==> src/rtl/hazard_ctrl_pkg.sv <==
// Shared types and constants for the pipeline hazard/stall controller.
// Holds state encodings, control-bundle type and the per-event control presets.
package hazard_ctrl_pkg;

    localparam int unsigned REG_W_DEF = 5;

    localparam logic [REG_W_DEF-1:0] ZERO_REG = 5'd0;

    typedef enum logic [1:0] {
        ST_RUN      = 2'b00,
        ST_MEM_WAIT = 2'b01
    } state_e;

    typedef struct packed {
        logic pc_write;
        logic ifid_write;
        logic ifid_flush;
        logic idex_bubble;
        logic pipe_freeze;
    } ctrl_t;

    localparam ctrl_t CTRL_DEFAULT = '{
        pc_write: 1'b1, ifid_write: 1'b1, ifid_flush: 1'b0,
        idex_bubble: 1'b0, pipe_freeze: 1'b0
    };

    localparam ctrl_t CTRL_FREEZE = '{
        pc_write: 1'b0, ifid_write: 1'b0, ifid_flush: 1'b0,
        idex_bubble: 1'b0, pipe_freeze: 1'b1
    };

    localparam ctrl_t CTRL_RESET = '{
        pc_write: 1'b0, ifid_write: 1'b0, ifid_flush: 1'b0,
        idex_bubble: 1'b1, pipe_freeze: 1'b0
    };

    // Unfrozen pipeline: a load-use stall outranks (and suppresses) a taken branch.
    function automatic ctrl_t run_ctrl(input logic lu, input logic br);
        ctrl_t c;
        c = CTRL_DEFAULT;
        if (lu) begin
            c.pc_write    = 1'b0;
            c.ifid_write  = 1'b0;
            c.idex_bubble = 1'b1;
        end else if (br) begin
            c.ifid_flush  = 1'b1;
        end
        return c;
    endfunction

endpackage

==> src/rtl/hazard_ctrl_load_use_detect.sv <==
// Combinational load-use hazard detector: the load in ID/EX writes a register
// that the instruction in IF/ID reads.
module load_use_detect
    import hazard_ctrl_pkg::*;
#(
    parameter int unsigned REG_W = REG_W_DEF
) (
    input  logic [REG_W-1:0] i_ifid_rs,
    input  logic [REG_W-1:0] i_ifid_rt,
    input  logic [REG_W-1:0] i_idex_rt,
    input  logic             i_idex_memread,
    output logic             o_lu
);

    logic w_rt_nonzero;
    logic w_rt_match;

    assign w_rt_nonzero = (i_idex_rt != REG_W'(ZERO_REG));
    assign w_rt_match   = (i_idex_rt == i_ifid_rs) || (i_idex_rt == i_ifid_rt);
    assign o_lu         = i_idex_memread && w_rt_nonzero && w_rt_match;

endmodule

==> src/rtl/hazard_ctrl.sv <==
// Pipeline hazard/stall controller: load-use bubbles, branch flushes and a
// memory-wait freeze with timeout watchdog and stall-cycle counter.
module hazard_ctrl
    import hazard_ctrl_pkg::*;
#(
    parameter int unsigned REG_W   = REG_W_DEF,
    parameter int unsigned CNT_W   = 32,
    parameter int unsigned TIMEOUT = 64
) (
    input  logic             clk_i,
    input  logic             rst_i,
    input  logic [REG_W-1:0] ifid_rs_i,
    input  logic [REG_W-1:0] ifid_rt_i,
    input  logic [REG_W-1:0] idex_rt_i,
    input  logic             idex_memread_i,
    input  logic             branch_taken_i,
    input  logic             mem_stall_req_i,
    input  logic             mem_ready_i,
    output logic             pc_write_o,
    output logic             ifid_write_o,
    output logic             ifid_flush_o,
    output logic             idex_bubble_o,
    output logic             pipe_freeze_o,
    output logic             error_o,
    output logic [CNT_W-1:0] stall_cnt_o,
    output logic [1:0]       state_o
);

    localparam int unsigned       WAIT_W    = (TIMEOUT > 1) ? $clog2(TIMEOUT) : 1;
    localparam logic [WAIT_W-1:0] WAIT_LAST = WAIT_W'(TIMEOUT - 1);
    localparam logic [CNT_W-1:0]  CNT_MAX   = '1;

    state_e            r_state;
    state_e            w_state_nxt;
    logic [WAIT_W-1:0] r_wait_cnt;
    logic [WAIT_W-1:0] w_wait_nxt;
    logic              r_error;
    logic              w_error_nxt;
    logic [CNT_W-1:0]  r_stall_cnt;
    logic              w_lu;
    ctrl_t             w_ctrl;

    load_use_detect #(
        .REG_W (REG_W)
    ) u_lu (
        .i_ifid_rs      (ifid_rs_i),
        .i_ifid_rt      (ifid_rt_i),
        .i_idex_rt      (idex_rt_i),
        .i_idex_memread (idex_memread_i),
        .o_lu           (w_lu)
    );

    // Next-state and control decode; reset overrides the controls last.
    always_comb begin
        w_ctrl      = CTRL_DEFAULT;
        w_state_nxt = r_state;
        w_wait_nxt  = r_wait_cnt;
        w_error_nxt = r_error;

        case (r_state)
            ST_RUN: begin
                if (mem_stall_req_i) begin
                    w_ctrl      = CTRL_FREEZE;
                    w_state_nxt = ST_MEM_WAIT;
                    w_wait_nxt  = '0;
                end else begin
                    w_ctrl = run_ctrl(w_lu, branch_taken_i);
                end
            end
            ST_MEM_WAIT: begin
                if (mem_ready_i) begin
                    w_ctrl      = run_ctrl(w_lu, branch_taken_i);
                    w_state_nxt = ST_RUN;
                end else begin
                    w_ctrl = CTRL_FREEZE;
                    if (r_wait_cnt == WAIT_LAST) begin
                        w_error_nxt = 1'b1;
                        w_state_nxt = ST_RUN;
                    end else begin
                        w_wait_nxt = r_wait_cnt + WAIT_W'(1);
                    end
                end
            end
            default: begin
                w_state_nxt = ST_RUN;
            end
        endcase

        if (rst_i) begin
            w_ctrl = CTRL_RESET;
        end
    end

    always_ff @(posedge clk_i or posedge rst_i) begin
        if (rst_i) begin
            r_state     <= ST_RUN;
            r_wait_cnt  <= '0;
            r_error     <= 1'b0;
            r_stall_cnt <= '0;
        end else begin
            r_state    <= w_state_nxt;
            r_wait_cnt <= w_wait_nxt;
            r_error    <= w_error_nxt;
            // Saturating count of cycles in which the PC was held.
            if (!w_ctrl.pc_write && (r_stall_cnt != CNT_MAX)) begin
                r_stall_cnt <= r_stall_cnt + CNT_W'(1);
            end
        end
    end

    assign pc_write_o    = w_ctrl.pc_write;
    assign ifid_write_o  = w_ctrl.ifid_write;
    assign ifid_flush_o  = w_ctrl.ifid_flush;
    assign idex_bubble_o = w_ctrl.idex_bubble;
    assign pipe_freeze_o = w_ctrl.pipe_freeze;
    assign error_o       = r_error;
    assign stall_cnt_o   = r_stall_cnt;
    assign state_o       = r_state;

endmodule

==> config.mk <==
export PLATFORM = sky130hd
export DESIGN_NAME = hazard_ctrl
export DESIGN_NICKNAME = d
export VERILOG_FILES = /design/src/rtl/hazard_ctrl_pkg.sv /design/src/rtl/hazard_ctrl_load_use_detect.sv /design/src/rtl/hazard_ctrl.sv
export SDC_FILE = /design/constraint.sdc
export NUM_CORES = 1
export LEC_CHECK = 0
export CORE_MARGIN = 4
export CORE_UTILIZATION = 40
export DETAILED_ROUTE_END_ITERATION = 10
export GPL_TIMING_DRIVEN = 0
export PLACE_DENSITY = 0.71
export SLEW_MARGIN = 30
export SYNTH_ARGS = -nofsm -noshare
export SYNTH_HDL_FRONTEND = slang
export SYNTH_SLANG_ARGS = --single-unit
==> constraint.sdc <==
create_clock -name clk_i -period 2.01 [get_ports clk_i]
set_input_delay 0.3015 -clock clk_i [delete_from_list [all_inputs] [get_ports clk_i]]
set_output_delay 0.3015 -clock clk_i [all_outputs]
set_load 0.03 [all_outputs]
==> flow_summary_export.csv <==
group,metric,value,unit
pwr,p_sw,0.764,mW
drt,drcViolationCount,0,
cts,clockRootBuffer,"clkbuf_8",
synthesis,synth_fp_nets,229,
setup_path,cp-end-kind,"output pin",
drt,first_pass_iters,4,
setup_path,crit_type,"in2out",
synthesis,synth_top_area_share,46.9,%
grt,grt_pass1_wl,8.75,mm
cts,cts_tree,"built",
min_path,hold_class,"reg2reg",
setup_path,cpLargestDelayFamily,"simple AND/OR/NAND/NOR gates",
setup_path,cp_num_buf_inv,2,
run,cap_violations,0,
sta,worst_slack,59.5,ps
setup_path,slowest_stage,"or4_4",
sta,rsz0062_at_grt,"yes",
setup_path,required,1710,ps
pwr,clockPowerShare,23.4,%
cts,worstSkewPairLatency,280,ps
synthesis,netlist_top_cells_area,"dfrtp_1, xnor2_1, xor2_1",
synthesis,seq_area_frac_synth,46.9,%
status,status,"finished, final reports clean",
synthesis,ys_types,42,
grt,overflow,0,
floorplan,core-area,5140,um2
placed_design,post-place-ws,-1050,ps
sta,setup_viol,0,
synthesis,syn_avg_cell_area,10.4,um2
synthesis,synth_common_cells,"dfrtp_1, xnor2_1, nand4_1, nand3_1",
cts,clockBufferDepth,2,
grt,grt_pass1_vias,1862,
synthesis,yosys_warnings,0,
pwr,powerDensity,701,nW/um2
floorplan,fp-row-count,26,
drt,routed_wl,5.31,mm
synthesis,synth-edff-count,0,
setup_path,startpoint_type,"primary input",
sta,clock.fmax,513,MHz
drt,routed.top_layer,"met4",
synthesis,synth_cells,206,
setup_path,crit_start,"idex_rt_i[4]",
sta,skew,2.65,ps
synthesis,synth-seq-cells,40,
floorplan,die_h,81.1,um
setup_path,crit_path_cell_trace,"clkdlybuf4s15_2, or4_4, o21ai_4, o21a_4, and2_4, buf_6",
setup_path,endpoint,"ifid_flush_o",
pwr,p_leak,1.41,nW
cells_and_area,antenna_cells,0,
cells_and_area,final_nets,319,
grt,track_usage,17.3,%
sta,fin_crit,1950,ps
grt,grt_antenna_before_repair,0,
sta,finalMaxSlewViolations,0,
setup_path,slowest_delay,550,ps
synthesis,synthDominantAreaCellType,"dfrtp_1",
setup_path,rr_endpoint,"stall_cnt_o[1]$_DFFE_PP0P_",
grt,grt_max_degree,24,
pwr,internal_power,1.54,mW
sta,final_hold_viol_count,0,
drt,drtAntennaViolNets,0,
synthesis,synth_flop_cell,"dfrtp_1",
cts,numCtsBuffers,5,
setup_path,r2r_slack,70,ps
setup_path,r2r-start,"stall_cnt_o[0]$_DFFE_PP0P_",
setup_path,crit_path_max_fanout,4,
drt,routedWlPerCell,14.5,um
pwr,seq_power_share,44.1,%
pwr,fin_total_pwr,2.30,mW
drt,drt_iter0_markers,75,
pwr,ir_drop,0.000539,V
synthesis,yosysMostFrequentCell,"dfrtp_1",
synthesis,syn-cell-area,2130,um2
placed_design,post-dp-hpwl,3.71,mm
sta,fin_crit_sh,97.0,%
setup_path,cp.arrival,1650,ps
floorplan,die_width,81.1,um
floorplan,pin_count,61,
drt,routedLengthMet1,2.35,mm
drt,vias_per_cell,5.08,
pwr,swShare,33.2,%
drt,via_count,1866,
setup_path,rr_worst_depth,8,
cts,clkTransAtPathRegs,70,ps
placed_design,gp_congestion,0.739,
floorplan,initial_core_util,41.5,%
drt,wl_met3,184,um
pwr,combPwrFrac,32.5,%
placed_design,numPortBuffers,59,
cells_and_area,layout-drive-gt1-share,28.3,%
cells_and_area,area_growth,53.9,%
drt,wl_met2,2.72,mm
cts,clock-sinks,40,
floorplan,die_area,6570,um2
cts,cts_max_level,2,
synthesis,async_flop_share,100,%
setup_path,crit_cells,6,
[flip-flops by register name (all words and copies together), names as in the netlist]
name	count
stall_cnt_o	32
r_wait_cnt	6
error_o	1
state_o	1
[power by group through the flow]
stage	logic, mW	registers [mW]	clock network (mW)
after floorplan	0.266	1.14	0
after global placement	0.650	1.02	0
after detailed placement	0.674	1.02	0
after CTS	0.718	1.01	0.558
after global routing	0.804	1.03	0.590
final	0.748	1.02	0.539
[routing by layer]
metal	GRT usage, %	vias up
li1	-	905
met1	22.9	917
met4	6.76	0
met3	3.33	6
met2	28.0	38
met5	0	-
[worst min-delay path by stage]
stage,startpoint,to,cells past startpoint
detailed placement,error_o$_DFFE_PP0P_,error_o$_DFFE_PP0P_,1
floorplan,mem_stall_req_i,r_wait_cnt[0]$_DFFE_PP0P_,1
finish,error_o$_DFFE_PP0P_,error_o$_DFFE_PP0P_,1
global placement,error_o$_DFFE_PP0P_,error_o$_DFFE_PP0P_,1
global route,error_o$_DFFE_PP0P_,error_o$_DFFE_PP0P_,1
CTS,error_o$_DFFE_PP0P_,error_o$_DFFE_PP0P_,1
[layout make-up]
cell class / instances / area, um2
tap: 70 / 87.6
sequential: 40 / 1010
timing repair buffer: 85 / 816
buffer: 5 / 42.5
multi-input combinational: 157 / 1230
fill: 451 / 1860
inverter: 2 / 7.51
clock buffer: 8 / 90.1
[layout by cell type (no fill, tap or decap), drive strengths merged, types with 9 or more instances in the layout]
cell / Yosys / layout
clkbuf: 1 / 9
nor2: 11 / 11
and3: 9 / 9
nand2: 13 / 13
xnor2: 31 / 31
xor2: 13 / 13
buf: 6 / 35
clkdlybuf4s50: 0 / 39
nand3: 15 / 15
nand4: 16 / 16
dfrtp: 40 / 40
[per-stage QoR]
step	util (%)	cells	setup TNS [ps]	area, um2	hold slack, ps
4_1_cts	60.5	357	-6.74	3110	465
6_report	63.9	367	0	3280	460
5_1_grt	63.9	367	-49.4	3280	490
3_3_place_gp	55.2	335	-28070	2840	442
2_1_floorplan	-	206	-90.9	2160	409
3_5_place_dp	55.7	336	-18720	2870	448
[what timing repair did]
action | in CTS | in global routing
setup endpoints to repair | 35 | 36
pin swaps | 11 | 17
gates cloned | 0 | 2
setup buffers | 13 | 10
resized for setup | 56 | 35
hold buffers | 0 | 0
[logic make-up after synthesis]
logic type | count (synthesis) | share of synthesized area, %
AO/OA/AOI/OAI | 15 | 5.16
flip-flops | 40 | 46.9
multiplexers | 1 | 0.528
other | 1 | 0.176
adder cells (fa/ha/maj) | 2 | 1.17
XOR/XNOR | 44 | 18.1
buffers and inverters | 9 | 2.75
AND/OR/NAND/NOR | 94 | 25.3
Note: power is estimated with default switching activity, not from simulation.
